[src/rtl/cnn_pkg.sv]
// Shared types for the Laplacian convolution back end: pixel type, framer
// states and the beat stored in the output FIFO.
package cnn_pkg;

    localparam int PIXEL_WIDTH      = 8;
    localparam int DEFAULT_ROW_SIZE = 540;
    localparam int CONV_LATENCY     = 2 * DEFAULT_ROW_SIZE + 6;

    typedef logic [PIXEL_WIDTH-1:0] pixel_t;

    typedef enum logic [1:0] {
        IDLE   = 2'd0,
        WARMUP = 2'd1,
        STREAM = 2'd2
    } framer_state_e;

    // edge is a reserved word, hence edge_flag
    typedef struct packed {
        logic   sof;
        logic   eol;
        logic   eof;
        logic   edge_flag;
        pixel_t data;
    } edge_beat_t;

endpackage

[src/rtl/sync_fifo.sv]
// First-word-fall-through FIFO. The head is read straight from the storage
// flops and forced to zero while empty. A write into a full FIFO succeeds
// when a read happens in the same cycle.
module sync_fifo #(
    parameter int WIDTH = 8,
    parameter int DEPTH = 4
) (
    input  logic             clk,
    input  logic             rst,
    input  logic             wr_en,
    input  logic [WIDTH-1:0] wr_data,
    input  logic             rd_en,
    output logic [WIDTH-1:0] rd_data,
    output logic             full,
    output logic             empty
);

    localparam int AW = $clog2(DEPTH);

    logic [WIDTH-1:0] mem_q [DEPTH];
    logic [WIDTH-1:0] mem_d [DEPTH];
    logic [AW-1:0]    wr_ptr_q, wr_ptr_d;
    logic [AW-1:0]    rd_ptr_q, rd_ptr_d;
    logic [AW:0]      count_q, count_d;
    logic             do_wr;
    logic             do_rd;

    assign full    = (count_q == (AW+1)'(DEPTH));
    assign empty   = (count_q == '0);
    assign do_rd   = rd_en & ~empty;
    assign do_wr   = wr_en & (~full | do_rd);
    assign rd_data = empty ? '0 : mem_q[rd_ptr_q];

    // next storage, pointers and occupancy
    always_comb begin
        mem_d    = mem_q;
        wr_ptr_d = wr_ptr_q;
        rd_ptr_d = rd_ptr_q;
        if (do_wr) begin
            mem_d[wr_ptr_q] = wr_data;
            wr_ptr_d        = wr_ptr_q + 1'b1;
        end
        if (do_rd) begin
            rd_ptr_d = rd_ptr_q + 1'b1;
        end
        count_d = count_q + (AW+1)'(do_wr) - (AW+1)'(do_rd);
    end

    // state registers, cleared by synchronous reset
    always_ff @(posedge clk) begin
        if (rst) begin
            mem_q    <= '{default: '0};
            wr_ptr_q <= '0;
            rd_ptr_q <= '0;
            count_q  <= '0;
        end else begin
            mem_q    <= mem_d;
            wr_ptr_q <= wr_ptr_d;
            rd_ptr_q <= rd_ptr_d;
            count_q  <= count_d;
        end
    end

endmodule

[src/rtl/edge_stream_framer.sv]
// Framer behind the 3x3 Laplacian: skips the convolution warm-up, drops the
// two row-straddling window positions per row, thresholds kept pixels and
// queues tagged beats for a valid/ready consumer.
//
//  state  | meaning
//  IDLE   | waiting for frame_start
//  WARMUP | convolution pipeline filling, LATENCY-1 clocks
//  STREAM | one conv_pixel per clock, until the eof position
module edge_stream_framer
    import cnn_pkg::*;
#(
    parameter int WORD_SIZE  = 8,
    parameter int ROW_SIZE   = 540,
    parameter int NUM_ROWS   = 540,
    parameter int LATENCY    = 2 * ROW_SIZE + 6,
    parameter int FIFO_DEPTH = 16
) (
    input  logic                 clk,
    input  logic                 rst,
    input  logic                 frame_start,
    input  logic [WORD_SIZE-1:0] conv_pixel,
    input  logic [WORD_SIZE-1:0] threshold,
    output logic                 out_valid,
    input  logic                 out_ready,
    output logic [WORD_SIZE-1:0] out_data,
    output logic                 out_edge,
    output logic                 out_sof,
    output logic                 out_eol,
    output logic                 out_eof,
    output logic                 busy,
    output logic                 overflow
);

    localparam int WU_W  = $clog2(LATENCY + 1);
    localparam int COL_W = $clog2(ROW_SIZE);
    localparam int ROW_W = $clog2(NUM_ROWS);

    localparam logic [WU_W-1:0]  WU_LOAD  = WU_W'(LATENCY - 2);
    localparam logic [COL_W-1:0] COL_LAST = COL_W'(ROW_SIZE - 1);
    localparam logic [COL_W-1:0] COL_KEEP = COL_W'(ROW_SIZE - 3);
    localparam logic [ROW_W-1:0] ROW_LAST = ROW_W'(NUM_ROWS - 3);

    framer_state_e        state_q, state_d;
    logic [WU_W-1:0]      wu_cnt_q, wu_cnt_d;
    logic [COL_W-1:0]     col_q, col_d;
    logic [ROW_W-1:0]     row_q, row_d;
    logic [WORD_SIZE-1:0] thr_q, thr_d;
    logic                 overflow_q, overflow_d;

    logic       keep;
    logic       at_eof;
    logic       pop;
    logic       fifo_full;
    logic       fifo_empty;
    edge_beat_t wr_beat;
    edge_beat_t rd_beat;

    // sequencing: warm-up down-counter, column/row position, keep decision
    always_comb begin
        state_d  = state_q;
        wu_cnt_d = wu_cnt_q;
        col_d    = col_q;
        row_d    = row_q;
        thr_d    = thr_q;
        keep     = 1'b0;
        at_eof   = 1'b0;
        unique case (state_q)
            IDLE: begin
                if (frame_start) begin
                    state_d  = WARMUP;
                    wu_cnt_d = WU_LOAD;
                    thr_d    = threshold;
                end
            end
            WARMUP: begin
                if (wu_cnt_q == '0) begin
                    state_d = STREAM;
                end else begin
                    wu_cnt_d = wu_cnt_q - 1'b1;
                end
            end
            STREAM: begin
                keep   = (col_q <= COL_KEEP);
                at_eof = (col_q == COL_KEEP) && (row_q == ROW_LAST);
                if (at_eof) begin
                    // trailing drop positions of the last row are not waited for
                    state_d = IDLE;
                    col_d   = '0;
                    row_d   = '0;
                end else if (col_q == COL_LAST) begin
                    col_d = '0;
                    row_d = row_q + 1'b1;
                end else begin
                    col_d = col_q + 1'b1;
                end
            end
            default: state_d = IDLE;
        endcase
    end

    // beat assembled at FIFO write; edge uses the threshold latched at frame_start
    always_comb begin
        wr_beat           = '0;
        wr_beat.sof       = (row_q == '0) && (col_q == '0);
        wr_beat.eol       = (col_q == COL_KEEP);
        wr_beat.eof       = at_eof;
        wr_beat.edge_flag = (conv_pixel >= thr_q);
        wr_beat.data      = conv_pixel;
    end

    assign pop = ~fifo_empty & out_ready;

    // sticky overflow: a kept pixel arrived while full with no pop to make room
    always_comb begin
        overflow_d = overflow_q | (keep & fifo_full & ~pop);
    end

    // framer registers, cleared by synchronous reset
    always_ff @(posedge clk) begin
        if (rst) begin
            state_q    <= IDLE;
            wu_cnt_q   <= '0;
            col_q      <= '0;
            row_q      <= '0;
            thr_q      <= '0;
            overflow_q <= 1'b0;
        end else begin
            state_q    <= state_d;
            wu_cnt_q   <= wu_cnt_d;
            col_q      <= col_d;
            row_q      <= row_d;
            thr_q      <= thr_d;
            overflow_q <= overflow_d;
        end
    end

    sync_fifo #(
        .WIDTH ($bits(edge_beat_t)),
        .DEPTH (FIFO_DEPTH)
    ) u_fifo (
        .clk     (clk),
        .rst     (rst),
        .wr_en   (keep),
        .wr_data (wr_beat),
        .rd_en   (pop),
        .rd_data (rd_beat),
        .full    (fifo_full),
        .empty   (fifo_empty)
    );

    assign out_valid = ~fifo_empty;
    assign out_data  = rd_beat.data;
    assign out_edge  = rd_beat.edge_flag;
    assign out_sof   = rd_beat.sof;
    assign out_eol   = rd_beat.eol;
    assign out_eof   = rd_beat.eof;
    assign busy      = (state_q != IDLE) | ~fifo_empty;
    assign overflow  = overflow_q;

endmodule

[config.mk]
export PLATFORM = sky130hd
export DESIGN_NAME = edge_stream_framer
export DESIGN_NICKNAME = d
export VERILOG_FILES = /design/src/rtl/cnn_pkg.sv /design/src/rtl/sync_fifo.sv /design/src/rtl/edge_stream_framer.sv
export SDC_FILE = /design/constraint.sdc
export NUM_CORES = 1
export LEC_CHECK = 0
export BUFFER_PORTS_ARGS = -buffer_cell sky130_fd_sc_hd__buf_4
export CAP_MARGIN = 25
export CORE_MARGIN = 3
export CORE_UTILIZATION = 56
export DETAILED_ROUTE_END_ITERATION = 10
export PLACE_DENSITY = 0.76
export RECOVER_POWER = 50
export REMOVE_ABC_BUFFERS = 1
export SYNTH_ARGS = -nofsm -noshare
export SYNTH_HDL_FRONTEND = slang
export SYNTH_HIERARCHICAL = 1
export SYNTH_SLANG_ARGS = --single-unit
export TNS_END_PERCENT = 20
[constraint.sdc]
create_clock -name clk -period 3.2 [get_ports clk]
set_input_delay 0.16 -clock clk [delete_from_list [all_inputs] [get_ports clk]]
set_output_delay 0.16 -clock clk [all_outputs]
set_load 0.02 [all_outputs]
* Word level (Yosys, flattened, before mapping) *
Index checks and enable logic that the tools add are counted.

storage, ports and cells
  word-level logic and storage cells = 95
  bits of input ports = 20
  flip-flop bits (word level) = 247
  output and inout bits = 15

cells by class
  eq/ne operators = 10
  muxes and demuxes = 20
  reductions and logical operators = 15
  add/subtract/negate cells = 7
  magnitude comparators = 5
  bitwise gates (word level) = 13

operators by type and width
  operator                                                              count
  192-bit bitwise mux                                                   1
  12-bit binary-select mux with 4-bit select                            1
  12-bit demux with 4-bit select                                        1
  12-bit 2-to-1 mux                                                     4
  10-bit 2-to-1 mux                                                     4
  10-bit equality test, second input constant                           3
  11-bit 2-to-1 mux                                                     2
  11-bit one-hot mux with 2 select lines                                1
  10-bit by 1-bit adder with 10-bit output, second input constant       2
  10-bit zero test                                                      2
  11-bit zero test                                                      1
  11-bit by 1-bit subtractor with 11-bit output, second input constant  1
  5-bit greater-or-equal comparator, second input constant              2
  10-bit <= comparator, second input constant                           1
  4-bit NOT with 5-bit output                                           2
  4-bit by 1-bit adder with 4-bit output, second input constant         2
  8-bit greater-or-equal comparator                                     1
  2-bit inequality test, second input constant                          4
  2-bit 2-to-1 mux                                                      3
  2-bit one-hot mux with 3 select lines                                 1
  3-bit AND reduction                                                   2
  2-bit nonzero test                                                    3
  5-bit by 1-bit adder with 5-bit output                                1
  1-bit bitwise AND                                                     5
  12 further kinds                                                      20

* Longest topological paths before layout *
Gate-level depths: netlist of run 1.

  depth after elaboration = 8
  depth in mapped cells = 19
  mapped depth without buffers = 16

* Cells and area by module *
Netlist of run 1, hierarchy kept.

modules (own cells, without submodules)
  module              cells an instance  instances  area each (µm²)
  sync_fifo           846                1          9524.1
  edge_stream_framer  290                1          2366.0

* Least setup slack after synthesis of run 1 *
No wires, ideal clock.

  path type = register to register
  start = register u_fifo.count_q[2]
  end = register u_fifo.count_q[4]
  clock period less this slack = 3.453 ns
  setup slack = -0.253 ns
  arrival time = 3.323 ns
  data required time = 3.070 ns
  path buffers = 3
  cell stages (with the launch flop) = 20
  library setup time = 0.130 ns
  cell sequence = dfxtp_1 > inv_1 > ha_1 > or4b_1 > clkbuf_1 > clkbuf_1 > inv_2 > nor2b_1 > buf_2 > nand2_1 > inv_1 > ha_1 > inv_1 > ha_1 > inv_1 > fa_1 > nor2b_1 > o21bai_1 > a21oi_1 > nor3b_1

on the way
  longest elaborated chain between the ends = 8
  elaborated cells between the ends (all ways) = 10

ends and longest elaborated chain
  element                                          RTL line                   source
  start: declaration                               sync_fifo.sv:24            logic [AW:0] count_q, count_d;
  start signal: assignment                         sync_fifo.sv:60            count_q <= count_d;
  5-bit zero test (*)                              sync_fifo.sv:29            assign empty = (count_q == '0);
  via fifo_empty                                   edge_stream_framer.sv:54   logic fifo_empty;
  1-bit NOT (*)                                    edge_stream_framer.sv:111  assign pop = ~fifo_empty & out_ready;
  1-bit bitwise AND (*)                            edge_stream_framer.sv:111
  via pop                                          edge_stream_framer.sv:52   logic pop;
  1-bit bitwise AND (*)                            sync_fifo.sv:30            assign do_rd = rd_en & ~empty;
  via u_fifo.do_rd                                 sync_fifo.sv:26            logic do_rd;
  1-bit bitwise OR                                 sync_fifo.sv:31            assign do_wr = wr_en & (~full | do_rd);
  1-bit bitwise AND                                sync_fifo.sv:31
  5-bit by 1-bit adder with 5-bit output           sync_fifo.sv:46            count_d = count_q + (AW+1)'(do_wr) - (AW+1)'(do_rd);
  5-bit by 1-bit subtractor with 5-bit output (*)  sync_fifo.sv:46

The timed path passes the listed nets; every way through them passes the cells marked *.
A chain may end at the register's enable or synchronous reset.

* Final worst setup path of run 1 *
  start = register col_q[6]
  end = register u_fifo.count_q[4]

on the way
  longest elaborated chain between the ends = 5

ends and longest elaborated chain
  element                                      RTL line                   source
  start: declaration                           edge_stream_framer.sv:45   logic [COL_W-1:0] col_q, col_d;
  start signal: assignment                     edge_stream_framer.sv:130  col_q <= col_d;
  10-bit <= comparator                         edge_stream_framer.sv:83   keep = (col_q <= COL_KEEP);
  1-bit 2-to-1 mux                             edge_stream_framer.sv:67   unique case (state_q)
  via keep                                     edge_stream_framer.sv:50   logic keep;
  1-bit bitwise AND                            sync_fifo.sv:31
  5-bit by 1-bit adder with 5-bit output       sync_fifo.sv:46
  5-bit by 1-bit subtractor with 5-bit output  sync_fifo.sv:46

The timed path passes the listed nets, and every way through them passes these cells.

==> results.py, run 1 <==
metrics = {
    "outcome": {
        "outcome": "finished clean",
    },
    "route": {
        "drtPass1Iterations": 4,
        "drc_errors": 0,
        "final_antenna_net_count": 0,
        "viasPerCell": 5.764,
        "wl_um": 25430,
        "vias": 8295,
        "route.detailed.wl_per_inst_um": 17.67,
        "first_iter_violations": 540,
    },
    "layout": {
        "seq_area_mm2": 0.004949,
        "syn_to_final_growth_pct": 10.67,
        "multiInputGateArea_mm2": 0.006259,
        "final.fill_count": 1679,
        "final_cell_area_mm2": 0.01316,
        "n_antenna_cell": 0,
        "drive_gt1_share_pct": 15.48,
        "nNetsFinal": 1199,
    },
    "cts": {
        "clk_latency_ns": 0.53,
        "h-tree-depth": 1,
        "cts_tree": "done",
        "clock_path_buffers": 3,
        "cts_buffers": 26,
        "clkTransAtPathRegs_ns": 0.06,
        "cts_num_sinks": 247,
        "cts-root-buf": "clkbuf_16",
    },
    "timing": {
        "hold_viol_final": 0,
        "timing.fmax_ghz": 0.3272,
        "finalCritPeriodShare_pct": 95.49,
        "setup_tns_ns": 0,
        "setup_viol": 0,
        "worst_pin_slew_ns": 1.035,
        "fin_crit_ns": 3.056,
        "slew_viol_final": 0,
        "slew_headroom_pct": 30.07,
        "rsz0062_at_grt": "false",
        "worst_slack_ns": 0.1442,
        "fin_worst_skew_ns": 0.01286,
    },
    "placed_design": {
        "routabilityCongestion": 0.8658,
        "hpwl_um": 15910,
        "dpl_worst_slack_ns": 0.04506,
        "io_buffers": 34,
        "placed_cell_area_mm2": 0.01226,
    },
    "critical_path": {
        "cp-start-kind": "flop",
        "worst-path-max-fanout": 6,
        "cp-end-kind": "flop",
        "path_class": "flop to flop",
        "arrival_ns": 3.46,
        "crit_required_ns": 3.60,
    },
    "logic_synthesis": {
        "synthTopCellsByArea": "dfxtp_1 (42%), mux2i_1 (17%), mux4_2 (7.4%)",
        "avgSynthCellArea_um2": 10.47,
        "yosysTopAreaCell": "dfxtp_1",
        "syn_area_mm2": 0.01189,
        "yosysWarnings": 6,
        "async_flop_share_pct": 0,
        "netlist_top_cells_count": "dfxtp_1 (247), nor2_1 (221), mux2i_1 (205)",
        "netlist_instances": 1136,
        "ys_ff_latch": 247,
        "dominantRegCellSynth": "dfxtp_1",
        "synth_edf_count": 0,
        "yosysUniqueCellTypes": 69,
        "seq_area_frac_synth_pct": 41.59,
        "synthMostInstantiatedCell": "dfxtp_1",
        "synth_top_area_share_pct": 41.59,
    },
    "global_routing": {
        "antenna_found_initial": 0,
        "overflow": 0,
        "grt_max_degree": 96,
        "grt_pass1_vias": 8150,
        "track_usage_pct": 22.32,
        "grt_pass1_wl_um": 41550,
    },
    "die": {
        "die_w_um": 151.7,
        "die_y_um": 151.7,
        "core-area_mm2": 0.02056,
        "rows": 52,
        "die_area_mm2": 0.02302,
        "initial_utilization_pct": 57.83,
        "io_pins": 35,
    },
    "hold_path": {
        "hold_class": "input port to flop",
    },
    "flow_run": {
        "maxCapViolCount": 0,
    },
    "power_and_ir_drop": {
        "p_per_area_mw_per_mm2": 590.6,
        "worst_ir_drop_vdd_mv": 0.5021,
        "p_leak_nw": 6.156,
    },
}
-- flip-flops by register name, summed over array words and instances, names as in the netlist, 4 cells and up --
signal           cells
u_fifo/mem_q       192
wu_cnt_q            11
col_q               10
row_q               10
thr_q                8
u_fifo/count_q       5
u_fifo/rd_ptr_q      4
u_fifo/wr_ptr_q      4
-- cells by family after synthesis --
kind of cell             synth area share, %
AO/OA/AOI/OAI                          7.177
adder cells (fa/ha/maj)                3.115
flip-flops                             41.59
XOR/XNOR                               1.694
multiplexers                           27.80
AND/OR/NAND/NOR                        13.22
buffers and inverters                  5.409
-- where the power goes --
part	internal, mW	switching, mW	leakage (nW)	total [mW]
logic	0.547	0.825	3.72	1.37
clock network	1.91	1.23	0.436	3.15
registers	3.16	0.0891	2.00	3.25
-- cell usage in the layout (no fill, tap or decap), drive strengths merged, types with 12 or more instances in the layout --
cell and n:
dfxtp 247, nor2 222, mux2i 205, buf 49, clkbuf 49, mux4 48
a21oi 43, nand2 34, inv 34, ha 28, o21ai 22, nand3 18
o2111ai 16, nor3 14, xor2 12, mux2 12
-- final timing paths --
| kind | to | depth (start not counted) | from | slack [ns] |
|---|---|---|---|---|
| setup / recovery | u_fifo/count_q[4] | 14 | col_q[6] | 0.14 |
| hold / removal | u_fifo/mem_q[26] | 3 | conv_pixel[2] | 0.02 |
| hold reg to reg | thr_q[7] | 2 | thr_q[7] | 0.45 |
| setup reg to reg | u_fifo/count_q[4] | 14 | col_q[6] | 0.14 |
-- critical path, cell delays in order (launching register included) --
cell	delay (ns)
dfxtp_1	0.32
or4_4	0.57
or2_0	0.25
o32a_1	0.19
o21a_1	0.23
o21ai_4	0.08
ha_1	0.24
inv_1	0.05
ha_1	0.15
inv_1	0.05
fa_2	0.34
nor2b_2	0.13
o21bai_1	0.10
a21oi_1	0.17
nor3b_2	0.06
-- timing repair --
item	CTS	global route
endpoints found under the hold margin	8	0
gates resized for setup	0	3
hold buffers	8	0
setup endpoints to repair	0	1
setup buffers	0	1
-- layer usage --
| layer | vias up | GRT usage, % | share of wire (%) |
|---|---|---|---|
| li1 | 4026 | - | - |
| met1 | 4073 | 30.21 | 45 |
| met2 | 158 | 37.76 | 49 |
| met3 | 38 | 2.736 | 3.8 |
| met4 | 0 | 6.514 | 1.7 |
| met5 | - | 0 | 0 |
-- final cells by class --
cell class / instances / share of cell area (%)
clock inverters: 14 / 1.483
multi-input cells: 768 / 47.56
clock buffers: 33 / 5.448
repair buffers: 73 / 4.364
inverters: 34 / 0.9699
well taps: 270 / 2.567
flip-flops and latches: 247 / 37.61
-- metrics by stage --
step                hold WS (ns)  total power, mW  util, %  std cells
global route             0.02738            8.115    64.00       1439
detailed placement        0.4150            4.710    59.62       1383
floorplan                 0.2267            4.233        -       1049
global placement          0.4102            4.687    59.62       1383
CTS                      0.01161            7.864    64.45       1438
finish                   0.02482            7.771    64.00       1439
Note: power is estimated with default switching activity, not from simulation.
==> run 2: changes to the inputs <==
--- a/config.mk
+++ b/config.mk
@@ -8,9 +8,10 @@
 export BUFFER_PORTS_ARGS = -buffer_cell sky130_fd_sc_hd__buf_4
 export CAP_MARGIN = 25
 export CORE_MARGIN = 3
-export CORE_UTILIZATION = 56
+export CORE_UTILIZATION = 58
+export CTS_BUF_LIST = sky130_fd_sc_hd__clkbuf_8
 export DETAILED_ROUTE_END_ITERATION = 10
-export PLACE_DENSITY = 0.76
+export PLACE_DENSITY = 0.78
 export RECOVER_POWER = 50
 export REMOVE_ABC_BUFFERS = 1
 export SYNTH_ARGS = -nofsm -noshare
==> run 2 against run 1 <==
Critical path depth unchanged. Power down 4.7%. First-iteration DRC count up 11%. Sequential power about the same. Count of clock-buffer cells in the layout up 21. Sequential cell count unchanged. Largest cell class unchanged.
==> results.py, run 2 (same netlist as run 1, synthesis figures left out) <==
metrics = {
    "outcome": {
        "outcome": "finished clean",
    },
    "cts": {
        "clk_latency_ns": 0.54,
        "cts_num_sinks": 247,
        "cts_tree": "done",
        "cts_buffers": 41,
        "clock_path_buffers": 3,
        "clkTransAtPathRegs_ns": 0.06,
        "cts-root-buf": "clkbuf_8",
        "h-tree-depth": 2,
    },
    "critical_path": {
        "cp_common_cell": "inv_1",
        "cp_num_cells": 14,
        "worstRegToRegCells": 14,
        "arrival_ns": 3.45,
        "rrSetupSlack_ns": 0.15,
        "r2r-start": "col_q[6]",
        "crit_path_end": "u_fifo/count_q[4]",
        "critPathBufInv": 2,
        "r2r-end": "u_fifo/count_q[4]",
        "critPathLaunch": "col_q[6]",
        "crit_chain": "or4_4 -> or2_4 -> o32a_1 -> o21a_1 -> o21ai_4 -> ha_1 -> inv_1 -> ha_2 -> inv_1 -> fa_2 -> nor2b_2 -> o21bai_1 -> a21oi_1 -> nor3b_1",
        "cp-end-kind": "flop",
        "path_class": "flop to flop",
        "cp-start-kind": "flop",
        "crit_required_ns": 3.59,
        "crit_slowest_cell": "or4_4",
        "critPathTopFamily": "simple AND/OR/NAND/NOR gates",
        "worst-path-max-fanout": 6,
        "cpPeakStageDelay_ns": 0.57,
    },
    "placed_design": {
        "io_buffers": 34,
        "hpwl_um": 15690,
        "routabilityCongestion": 0.8376,
    },
    "global_routing": {
        "grt_pass1_wl_um": 41170,
        "overflow": 0,
        "grt_pass1_vias": 8027,
        "antenna_found_initial": 0,
        "track_usage_pct": 22.71,
        "grt_max_degree": 93,
    },
    "power_and_ir_drop": {
        "worst_ir_drop_vdd_mv": 0.3288,
        "internal_power_mw": 5.252,
        "p_per_area_mw_per_mm2": 563.3,
        "p_leak_nw": 6.220,
        "switchingPower_mw": 2.151,
        "swShare_pct": 29.05,
        "p_clk_share_pct": 37.1,
        "seq_power_share_pct": 44.0,
        "comb_power_share_pct": 18.8,
    },
    "die": {
        "die_w_um": 149.2,
        "core-area_mm2": 0.01978,
        "initial_utilization_pct": 60.11,
        "io_pins": 35,
        "die_area_mm2": 0.02225,
        "rows": 51,
        "die_y_um": 149.2,
    },
    "timing": {
        "rsz0062_at_grt": "false",
        "worst_pin_slew_ns": 0.9655,
        "slew_viol_final": 0,
        "timing.fmax_ghz": 0.3275,
        "fin_crit_ns": 3.054,
        "slew_headroom_pct": 35.54,
        "finalCritPeriodShare_pct": 95.43,
        "setup_viol": 0,
        "hold_viol_final": 0,
        "fin_worst_skew_ns": 0.02201,
        "whs_ns": 0.02818,
    },
    "layout": {
        "final_common_cell": "dfxtp_1",
        "n_antenna_cell": 0,
        "largest_registers": "u_fifo/mem_q x192, wu_cnt_q x11",
        "nNetsFinal": 1219,
        "layout_common_cells": "dfxtp_1 (244), nor2_1 (221), mux2i_1 (205), clkbuf_8 (54), buf_4 (50)",
        "regMostFlops": "u_fifo/mem_q",
        "syn_to_final_growth_pct": 10.51,
        "largest_reg_flops": 192,
        "utilization_pct": 66.43,
        "drive_gt1_share_pct": 16.82,
    },
    "route": {
        "final_antenna_net_count": 0,
        "vias": 8368,
        "drc_errors": 0,
        "wl_um": 25360,
        "route.detailed.wl_per_inst_um": 17.30,
        "viasPerCell": 5.708,
        "drtPass1Iterations": 5,
        "first_iter_violations": 599,
    },
    "hold_path": {
        "hold_class": "input port to flop",
    },
    "flow_run": {
        "maxCapViolCount": 0,
    },
}
==> run 2: layout make-up <==
class	instances	area, µm²
clock buffers	54	743.2
clock inverters	20	95.09
fillers	1578	6641
inverters	34	127.6
multi-input cells	768	6270
flip-flops and latches	247	4949
well taps	265	331.6
repair buffers	78	624.3
==> run 2: power by group through the flow <==
| stage | logic [mW] | registers [mW] | clock network (mW) |
|---|---|---|---|
| after global placement | 1.38 | 3.32 | 0 |
| after floorplan | 0.827 | 3.41 | 0 |
| after detailed placement | 1.39 | 3.33 | 0 |
| after CTS | 1.41 | 3.26 | 2.81 |
| final | 1.39 | 3.26 | 2.75 |
| after global routing | 1.52 | 3.27 | 2.94 |
==> run 2: worst min path at each step <==
stage	cells after the start	slack [ns]	to	start
detailed placement	3	0.42	thr_q[2]	threshold[2]
global placement	3	0.41	thr_q[6]	threshold[6]
finish	2	0.03	u_fifo/mem_q[139]	rst
global route	3	0.02	u_fifo/mem_q[185]	conv_pixel[5]
floorplan	1	0.23	u_fifo/count_q[1]	rst
CTS	3	0.0005	u_fifo/mem_q[180]	conv_pixel[0]
==> run 2: worst register-to-register path, cell delays in order (launching register included) <==
cell      delay (ns)
dfxtp_1         0.30
or4_4           0.57
or2_4           0.28
o32a_1          0.19
o21a_1          0.22
o21ai_4         0.08
ha_1            0.24
inv_1           0.06
ha_2            0.16
inv_1           0.05
fa_2            0.34
nor2b_2         0.13
o21bai_1        0.08
a21oi_1         0.16
nor3b_1         0.06
==> run 2: metrics by stage <==
stage | area [µm²] | power [mW] | worst slack, ns | cells | setup TNS, ns
final | 13140 | 7.402 | 0.1462 | 1466 | 0
after detailed placement | 12270 | 4.715 | 0.06132 | 1380 | 0
after floorplan | 11370 | 4.233 | -1.322 | 1049 | -120.29
after global routing | 13140 | 7.731 | 0.01102 | 1466 | 0
after CTS | 13210 | 7.481 | 0.05209 | 1464 | 0
after global placement | 12270 | 4.699 | 0.1149 | 1380 | 0
==> run 2: routing by layer <==
layer | up-vias | track usage, % | wire length, µm
met5 | - | 0 | 0
met4 | 0 | 5.995 | 380
met3 | 31 | 3.464 | 1069
met2 | 186 | 37.18 | 12150
met1 | 4078 | 31.69 | 11760
li1 | 4073 | - | -
==> run 2: what timing repair did <==
action / 4_1_cts / 5_1_grt
endpoints found under the hold margin: 12 / 0
endpoints found under the setup margin: 0 / 1
hold buffers: 10 / 0
resized for setup: 0 / 4
setup buffers: 0 / 2
==> run 3: changes to the inputs <==
--- a/config.mk
+++ b/config.mk
@@ -5,13 +5,14 @@
 export SDC_FILE = /design/constraint.sdc
 export NUM_CORES = 1
 export LEC_CHECK = 0
+export ABC_AREA = 1
 export BUFFER_PORTS_ARGS = -buffer_cell sky130_fd_sc_hd__buf_4
 export CAP_MARGIN = 25
 export CORE_MARGIN = 3
-export CORE_UTILIZATION = 58
+export CORE_UTILIZATION = 59
 export CTS_BUF_LIST = sky130_fd_sc_hd__clkbuf_8
 export DETAILED_ROUTE_END_ITERATION = 10
-export PLACE_DENSITY = 0.78
+export PLACE_DENSITY = 0.79
 export RECOVER_POWER = 50
 export REMOVE_ABC_BUFFERS = 1
 export SYNTH_ARGS = -nofsm -noshare
==> run 3 against run 2 <==
Core utilization is 0.76 points lower. Routed wire length is 37% higher. Via count is 54% higher. Clock power is 5% higher. Critical path type is now flop to primary output. Critical endpoint is now out_edge. Highest routed layer unchanged.
==> results.py, run 3 <==
metrics = {
    "logic_synthesis": {
        "synth_edf_count": 0,
        "seq_area_frac_synth_pct": 36.65,
        "dominantRegCellSynth": "dfxtp_1",
        "avgSynthCellArea_um2": 6.099,
        "async_flop_share_pct": 0,
        "synthTopCellsByArea": "dfxtp_1 (37%), nand2_1 (20%), nor2_1 (13%)",
        "synthMostInstantiatedCell": "nand2_1",
        "netlist_top_cells_count": "nand2_1 (729), nor2_1 (468), inv_1 (275)",
        "yosysUniqueCellTypes": 38,
        "yosysTopAreaCell": "dfxtp_1",
        "netlist_instances": 2212,
        "syn_area_mm2": 0.01349,
        "synth_top_area_share_pct": 36.65,
        "ys_ff_latch": 247,
        "yosysWarnings": 6,
    },
    "timing": {
        "setup_viol": 0,
        "worst_pin_slew_ns": 1.325,
        "slew_headroom_pct": 11.66,
        "hold_viol_final": 0,
        "finalCritPeriodShare_pct": 91.57,
        "timing.fmax_ghz": 0.3413,
        "slew_viol_final": 0,
        "fin_crit_ns": 2.930,
        "fin_worst_skew_ns": 0.04010,
        "rsz0062_at_grt": "false",
    },
    "cts": {
        "clkTransAtPathRegs_ns": 0.05,
        "cts_num_sinks": 247,
        "cts_tree": "done",
        "h-tree-depth": 2,
        "clk_latency_ns": 0.57,
        "clock_path_buffers": 3,
        "cts_buffers": 42,
        "cts-root-buf": "clkbuf_8",
    },
    "route": {
        "route.detailed.wl_per_inst_um": 13.82,
        "drc_errors": 0,
        "wl_um": 34750,
        "vias": 12870,
        "viasPerCell": 5.120,
        "drtPass1Iterations": 5,
        "first_iter_violations": 1104,
        "final_antenna_net_count": 0,
    },
    "global_routing": {
        "grt_pass1_wl_um": 56720,
        "antenna_found_initial": 0,
        "grt_pass1_vias": 11590,
        "overflow": 0,
        "track_usage_pct": 28.00,
        "grt_max_degree": 97,
    },
    "layout": {
        "regMostFlops": "u_fifo/mem_q",
        "drive_gt1_share_pct": 6.267,
        "utilization_pct": 65.67,
        "n_antenna_cell": 0,
        "syn_to_final_growth_pct": 7.874,
        "final.fill_count": 2011,
        "largest_reg_flops": 192,
        "largest_registers": "u_fifo/mem_q x192, wu_cnt_q x11",
        "layout_common_cells": "nand2_1 (732), nor2_1 (469), inv_1 (286), dfxtp_1 (245), nand3_1 (189)",
        "nNetsFinal": 2252,
        "final_common_cell": "nand2_1",
    },
    "outcome": {
        "outcome": "finished clean",
    },
    "critical_path": {
        "cp_common_cell": "inv_1",
        "cp-start-kind": "flop",
        "cp-end-kind": "primary output",
        "critPathTopFamily": "buffers and inverters",
        "crit_slowest_cell": "clkbuf_1",
        "critPathBufInv": 4,
        "cpPeakStageDelay_ns": 0.91,
        "crit_chain": "inv_1 -> ha_1 -> nand4_1 -> inv_1 -> clkbuf_1 -> a21oi_1 -> buf_4",
        "path_class": "flop to primary output",
        "worst-path-max-fanout": 14,
        "crit_required_ns": 3.04,
        "arrival_ns": 2.77,
    },
    "die": {
        "die_area_mm2": 0.02472,
        "die_y_um": 157.2,
        "die_w_um": 157.2,
        "core-area_mm2": 0.02216,
        "rows": 54,
        "initial_utilization_pct": 60.87,
        "io_pins": 35,
    },
    "power_and_ir_drop": {
        "p_leak_nw": 7.404,
        "p_total_mw": 8.775,
        "worst_ir_drop_vdd_mv": 0.3618,
        "p_per_area_mw_per_mm2": 603.0,
    },
    "hold_path": {
        "hold_class": "input port to flop",
    },
    "flow_run": {
        "maxCapViolCount": 0,
    },
    "placed_design": {
        "hpwl_um": 20340,
        "routabilityCongestion": 0.8784,
        "io_buffers": 34,
    },
}
==> run 3: power by group <==
part	leakage [nW]	internal, mW	switching, mW
registers	2.00	3.21	0.128
clock network	0.500	1.59	1.29
logic	4.91	0.794	1.77
==> run 3: layout make-up <==
class                           instances  area [µm²]  area share [%]
Clock buffer                           57       784.5           5.391
Inverter                              279        1054           7.239
Tap cell                              280       350.3           2.407
Clock inverter                         18       93.84          0.6448
Timing Repair Buffer                   77       593.1           4.075
Sequential cell                       247        4950           34.01
Multi-Input combinational cell       1556        6728           46.23
==> run 3: kinds of logic after synthesis <==
group,Yosys count,share of synthesized area (%)
adder cells (fa/ha/maj),29,2.745
AO/OA/AOI/OAI,87,3.339
flip-flops,247,36.65
XOR/XNOR,16,1.039
buffers and inverters,409,13.41
AND/OR/NAND/NOR,1424,42.81
==> run 3: path summary, 6_finish.rpt <==
check | startpoint | end | slack [ns] | cells after the start
setup / recovery | u_fifo/count_q[3] | out_edge | 0.27 | 7
hold / removal | rst | wu_cnt_q[9] | 0.02 | 2
setup reg to reg | col_q[1] | u_fifo/count_q[4] | 0.34 | 15
hold reg to reg | overflow | overflow | 0.46 | 2
==> run 3: layer usage <==
layer	GRT usage, %	share of wire, %	routed length [µm]	up-vias
li1	-	-	-	6610
met3	4.509	7.1	2475	80
met2	46.97	47	16160	426
met5	0	0	0	-
met4	9.835	2.5	867	0
met1	36.74	44	15250	5755
==> run 3: through the flow <==
step	setup TNS, ns	hold WS [ns]	instances	setup slack (ns)	area (µm²)
after floorplan	-59.68	0.2224	2082	-1.015	12730
after global placement	0	0.4162	2422	0.4275	13560
after detailed placement	0	0.4284	2422	0.3059	13560
after CTS	0	0.002146	2514	0.2866	14610
after global routing	0	0.02615	2514	0.05271	14550
final	0	0.02490	2514	0.2698	14550
==> run 3: repair_timing <==
item,in CTS,in global routing
setup endpoints to repair,0,1
resized for setup,0,1
hold buffers,17,0
buffers inserted,0,0
hold endpoints to repair,133,0
